`config.mk`:
```
export PLATFORM = sky130hd
export DESIGN_NAME = dct_row_packer
export DESIGN_NICKNAME = d
export VERILOG_FILES = /design/src/rtl/dct_row_packer.sv
export SDC_FILE = /design/constraint.sdc
export NUM_CORES = 1
export LEC_CHECK = 0
export ABC_AREA = 1
export BUFFER_PORTS_ARGS = -buffer_cell sky130_fd_sc_hd__buf_2
export CAP_MARGIN = 20
export CORE_ASPECT_RATIO = 1.2
export CORE_MARGIN = 1
export CORE_UTILIZATION = 55
export CTS_CLUSTER_DIAMETER = 200
export DETAILED_ROUTE_END_ITERATION = 7
export GPL_TIMING_DRIVEN = 0
export PLACE_DENSITY = 0.84
export SLEW_MARGIN = 10
export SYNTH_ARGS = -nofsm -noshare
export SYNTH_HDL_FRONTEND = slang
export SYNTH_SLANG_ARGS = --single-unit
```
`constraint.sdc`:
```
create_clock -name clk -period 6.1 [get_ports clk]
set_input_delay 0.61 -clock clk [delete_from_list [all_inputs] [get_ports clk]]
set_output_delay 0.61 -clock clk [all_outputs]
set_load 0.02 [all_outputs]
```
`src/rtl/dct_row_packer.sv`:
```
// Packs a serial pixel stream into 64-bit rows for the 8x8 transpose RAM,
// then sequences the eight column reads and flags each column on the RAM output.
module dct_row_packer #(
    parameter int BLK_N = 8,
    parameter int PIX_W = 8
) (
    input  logic                   clk,
    input  logic                   rst,
    input  logic [PIX_W-1:0]       pix_in,
    input  logic                   pix_valid,
    output logic                   pix_ready,
    input  logic                   blk_abort,
    input  logic                   col_ready,
    output logic                   ram_rnw,
    output logic                   ram_din_valid,
    output logic [BLK_N-1:0]       ram_be,
    output logic [2:0]             ram_wa,
    output logic [2:0]             ram_ra,
    output logic [BLK_N*PIX_W-1:0] ram_di,
    output logic                   col_valid,
    output logic [2:0]             col_idx,
    output logic                   blk_done
);

    localparam int ROW_W = BLK_N * PIX_W;
    localparam logic [2:0] LAST = 3'(BLK_N - 1);

    typedef enum logic [1:0] {FILL, WLAST, DRAIN} state_t;

    state_t state, next_state;

    logic [2:0]             byte_cnt;
    logic [2:0]             row_cnt;
    logic [2:0]             col_cnt;
    logic [ROW_W-PIX_W-1:0] row_buf;
    logic                   rd_issued;

    logic accept;
    logic row_end;
    logic issue;
    logic drain_done;

    // drain_done marks the cycle column 7's address is on the RAM; no new read may start then.
    always_comb begin
        accept     = (state == FILL) && pix_valid && pix_ready;
        row_end    = accept && (byte_cnt == LAST);
        drain_done = (state == DRAIN) && rd_issued && (ram_ra == LAST);
        issue      = (state == DRAIN) && col_ready && !drain_done;

        next_state = state;
        case (state)
            FILL:    if (row_end && (row_cnt == LAST)) next_state = WLAST;
            WLAST:   next_state = DRAIN;
            DRAIN:   if (drain_done) next_state = FILL;
            default: next_state = FILL;
        endcase
        if (blk_abort) next_state = FILL;
    end

    always_ff @(posedge clk or posedge rst) begin
        if (rst) state <= FILL;
        else     state <= next_state;
    end

    always_ff @(posedge clk or posedge rst) begin
        if (rst) begin
            byte_cnt      <= '0;
            row_cnt       <= '0;
            col_cnt       <= '0;
            row_buf       <= '0;
            rd_issued     <= 1'b0;
            pix_ready     <= 1'b0;
            ram_rnw       <= 1'b1;
            ram_din_valid <= 1'b0;
            ram_be        <= '1;
            ram_wa        <= '0;
            ram_ra        <= '0;
            ram_di        <= '0;
            col_valid     <= 1'b0;
            col_idx       <= '0;
            blk_done      <= 1'b0;
        end else begin
            pix_ready     <= (next_state == FILL);
            ram_rnw       <= (next_state != DRAIN);
            ram_din_valid <= row_end && !blk_abort;
            ram_be        <= (row_end && !blk_abort) ? '0 : '1;
            rd_issued     <= issue && !blk_abort;
            col_valid     <= rd_issued && !blk_abort;
            blk_done      <= rd_issued && (ram_ra == LAST) && !blk_abort;

            // Oldest pixel shifts up so the first pixel of a row lands in the top byte.
            if (accept) row_buf <= {row_buf[ROW_W-2*PIX_W-1:0], pix_in};

            if (row_end) begin
                ram_di <= {row_buf, pix_in};
                ram_wa <= row_cnt;
            end

            if (rd_issued) col_idx <= ram_ra;

            if (blk_abort) begin
                byte_cnt <= '0;
                row_cnt  <= '0;
                col_cnt  <= '0;
                ram_ra   <= '0;
            end else begin
                if (accept)  byte_cnt <= byte_cnt + 3'd1;
                if (row_end) row_cnt  <= row_cnt + 3'd1;
                if (issue) begin
                    ram_ra  <= col_cnt;
                    col_cnt <= col_cnt + 3'd1;
                end
            end
        end
    end

endmodule

```
==> results.md <==
- Status: finished clean
- DIE AREA: 10900 um2
- Area growth, synth to finish: 23.1%
- Effective utilization at floorplan: 0.571
- Sink Count: 147
- Top-area cell type share of the netlist area: 0.629
- Final GP Congestion: 0.847
- Horizontal die dimension: 95.5 um
- Number of DRC violations after detailed routing: 0
- Gate count of the mapped netlist: 588
- Number of flip-flops and latches in the synthesized netlist: 147
- Most used cells in the layout excluding fill and tap cells: sky130_fd_sc_hd__nand2_1 (235), sky130_fd_sc_hd__dfrtp_1 (145), sky130_fd_sc_hd__buf_2 (106)
- Relative slew margins: 0.687
- Number of synthesis warnings: 0
- R2R depth: 7
- Most frequent standard cell in the layout excluding fill and tap cells: sky130_fd_sc_hd__nand2_1
- Cell taking the most area after synthesis: sky130_fd_sc_hd__dfrtp_1
- Vias post-DR: 4477
- Reg-to-reg critical path startpoint: byte_cnt[0]
- Die height: 114 um
- RSZ-0062 raised after global routing: no
- Mapped Avg Cell Area: 9.82 um2
- Worst setup path startpoint: ram_be[6]
- Synth area leaders: sky130_fd_sc_hd__dfrtp_1 (63%), sky130_fd_sc_hd__nand2_1 (15%), sky130_fd_sc_hd__buf_6 (3.5%)
- Longest individual stage delay on the worst path: 590 ps
- Ratio of routed vias to standard cells: 5.30
- Category of the critical setup timing path: flip-flop to output port
- Kind of end point of the critical path: output port
- Type of the most critical hold path: input pin to asynchronous set/reset pin
- TritonCTS clock tree: done
- Via count of the first global-routing pass: 4475
- Post-CTS setup repair buffer count: 0
- Final hold slack: 226 ps
- Final Core Density: 0.703
- Initial antenna violation count: 0
- Avg WL per Cell: 15.7 um
- Reg2Reg Setup Slack: 4510 ps
- Unique cell type count in the Yosys netlist: 22
- Count of cells resized by post-cts repair: 0
- Buffers from clock root to sink, at most: 2
- Total iterations of the first detailed-routing run: 6
- Critical Path Start Type: flip-flop
- Fin Setup TNS: 0 ps
- Largest net degree at the start of global routing: 99
- Congestion Overflow GR: 0
- # nets final: 724
- All-Layer GR Usage: 0.266
- Fill cells: 730
- Placeable core region: 10100 um2
- Total wire length after detailed routing: 13200 um
- Maximum fanout encountered on the critical timing path: 8
- DRC marker count from the first detailed-route iteration: 265
- Leakage: 3.95 nW
- Post-route clock period utilization: 0.308
- Syn nets: 606
- First-pass GRT wire length: 21400 um
- Peak clock frequency supported by timing: 532 MHz
- Transition time at the pin with the least slew margin: 469 ps
- Number of buffers inserted during clock tree synthesis: 17
- Number of setup violations in the final report: 0
- Clock-pin slew on the worst setup and hold paths: 60 ps
- Number of inserted diodes: 0
- Capturing instance or port of the critical path: ram_be[3]
- Power Dens Cells: 328 nW/um2
- Cell Chain, Critical Path: buf_4 > buf_2
- Part of the Yosys area used for sequential elements: 0.638
- Max Transition Viols Final: 0
- Share of final-layout standard cells stronger than drive strength 1: 0.256
- Total number of placement rows: 40
- Post-Syn Area: 5770 um2
- Required time at the endpoint of the critical path: 5490 ps
- Number of top-level pins: 99
- Count of antenna-violating nets left after detailed routing: 0
- WP data arrival: 1270 ps
- Source-to-sink clock delay at the later pin of the worst-skew pair: 420 ps
- Reg-to-reg critical path endpoint: ram_di[28]
- IO buf count: 98
- Worst Skew: 9.13 ps
- Number of hold violations in the final report: 0
- HPWL reported at the end of detailed placement: 8780 um
- Number of buffers inserted for hold repair after clock tree synthesis: 0
- Post-route minimum period: 1880 ps
- Number of violations of the max-capacitance limit: 0
- Deepest level of the CTS H-tree: 4
- Worst voltage drop across the vdd grid: 0.208 mV
- CP max stage cell: sky130_fd_sc_hd__dfstp_2
- Clock root buffer: sky130_fd_sc_hd__clkbuf_16
==> flip-flops by register name (all words and copies together), names as in the netlist, 2 cells and up <==
name and count:
row_buf 56, ram_ra 3, col_cnt 3, ram_di 64
row_cnt 3, ram_wa 3, byte_cnt 3, col_idx 3
state 2
==> power breakdown <==
group | internal [mW] | switching (mW)
clock network | 0.733 | 0.412
logic | 0.0365 | 0.0906
registers | 1.03 | 0.0326
total | 1.80 | 0.535
==> worst max-delay path, delay by kind of cell (launching register included) <==
kind	cells	cell delay (ps)
buf+inv	2	270
flops	1	590
==> final cells by class <==
cell class,instances,area [um2],area share
flip-flops and latches,147,3680,0.518
repair buffers,99,518,0.0729
clock buffers,18,429,0.0604
inverters,45,174,0.0245
multi-input cells,360,1620,0.227
clock inverters,14,226,0.0319
well taps,126,158,0.0222
plain buffers,36,307,0.0431
==> worst min-delay path by stage <==
stage	end	slack (ps)	start
global placement	col_idx[2]	450	col_idx[2]
CTS	ram_di[55]	240	rst
detailed placement	col_idx[2]	460	col_idx[2]
finish	ram_di[43]	230	rst
global route	ram_di[43]	260	rst
floorplan	ram_di[56]	440	row_buf[48]
==> synthesized netlist by cell type (all sizes together) <==
cell	count
or2	1
inv	45
nor2	13
xor2	1
nand2	236
buf	33
ha	5
dfrtp	145
o21ai	84
nand4	6
dfstp	2
nand3	14
clkbuf	3
==> stage by stage <==
step	cell area (um2)	setup WS, ps	total power, mW	std cells
floorplan	5770	1540	1.15	588
global placement	6420	275	1.19	812
detailed placement	6450	4470	1.20	813
CTS	7110	4200	2.34	845
global route	7110	4160	2.41	845
finish	7110	4220	2.33	845
==> per-layer routing <==
layer	wire length (um)	track usage	up-vias
met1	5330	0.322	2211
li1	-	-	2081
met4	403	0.118	0
met2	6780	0.444	153
met5	0	0	-
met3	728	0.0691	32
==> cell families after synthesis <==
| family | synth area share |
|---|---|
| AO/OA/AOI/OAI | 0.0793 |
| XOR/XNOR | 0.00152 |
| flip-flops | 0.638 |
| adder cells (fa/ha/maj) | 0.0108 |
| AND/OR/NAND/NOR | 0.188 |
| buffers and inverters | 0.0824 |
(Power assumes the default switching activity.)
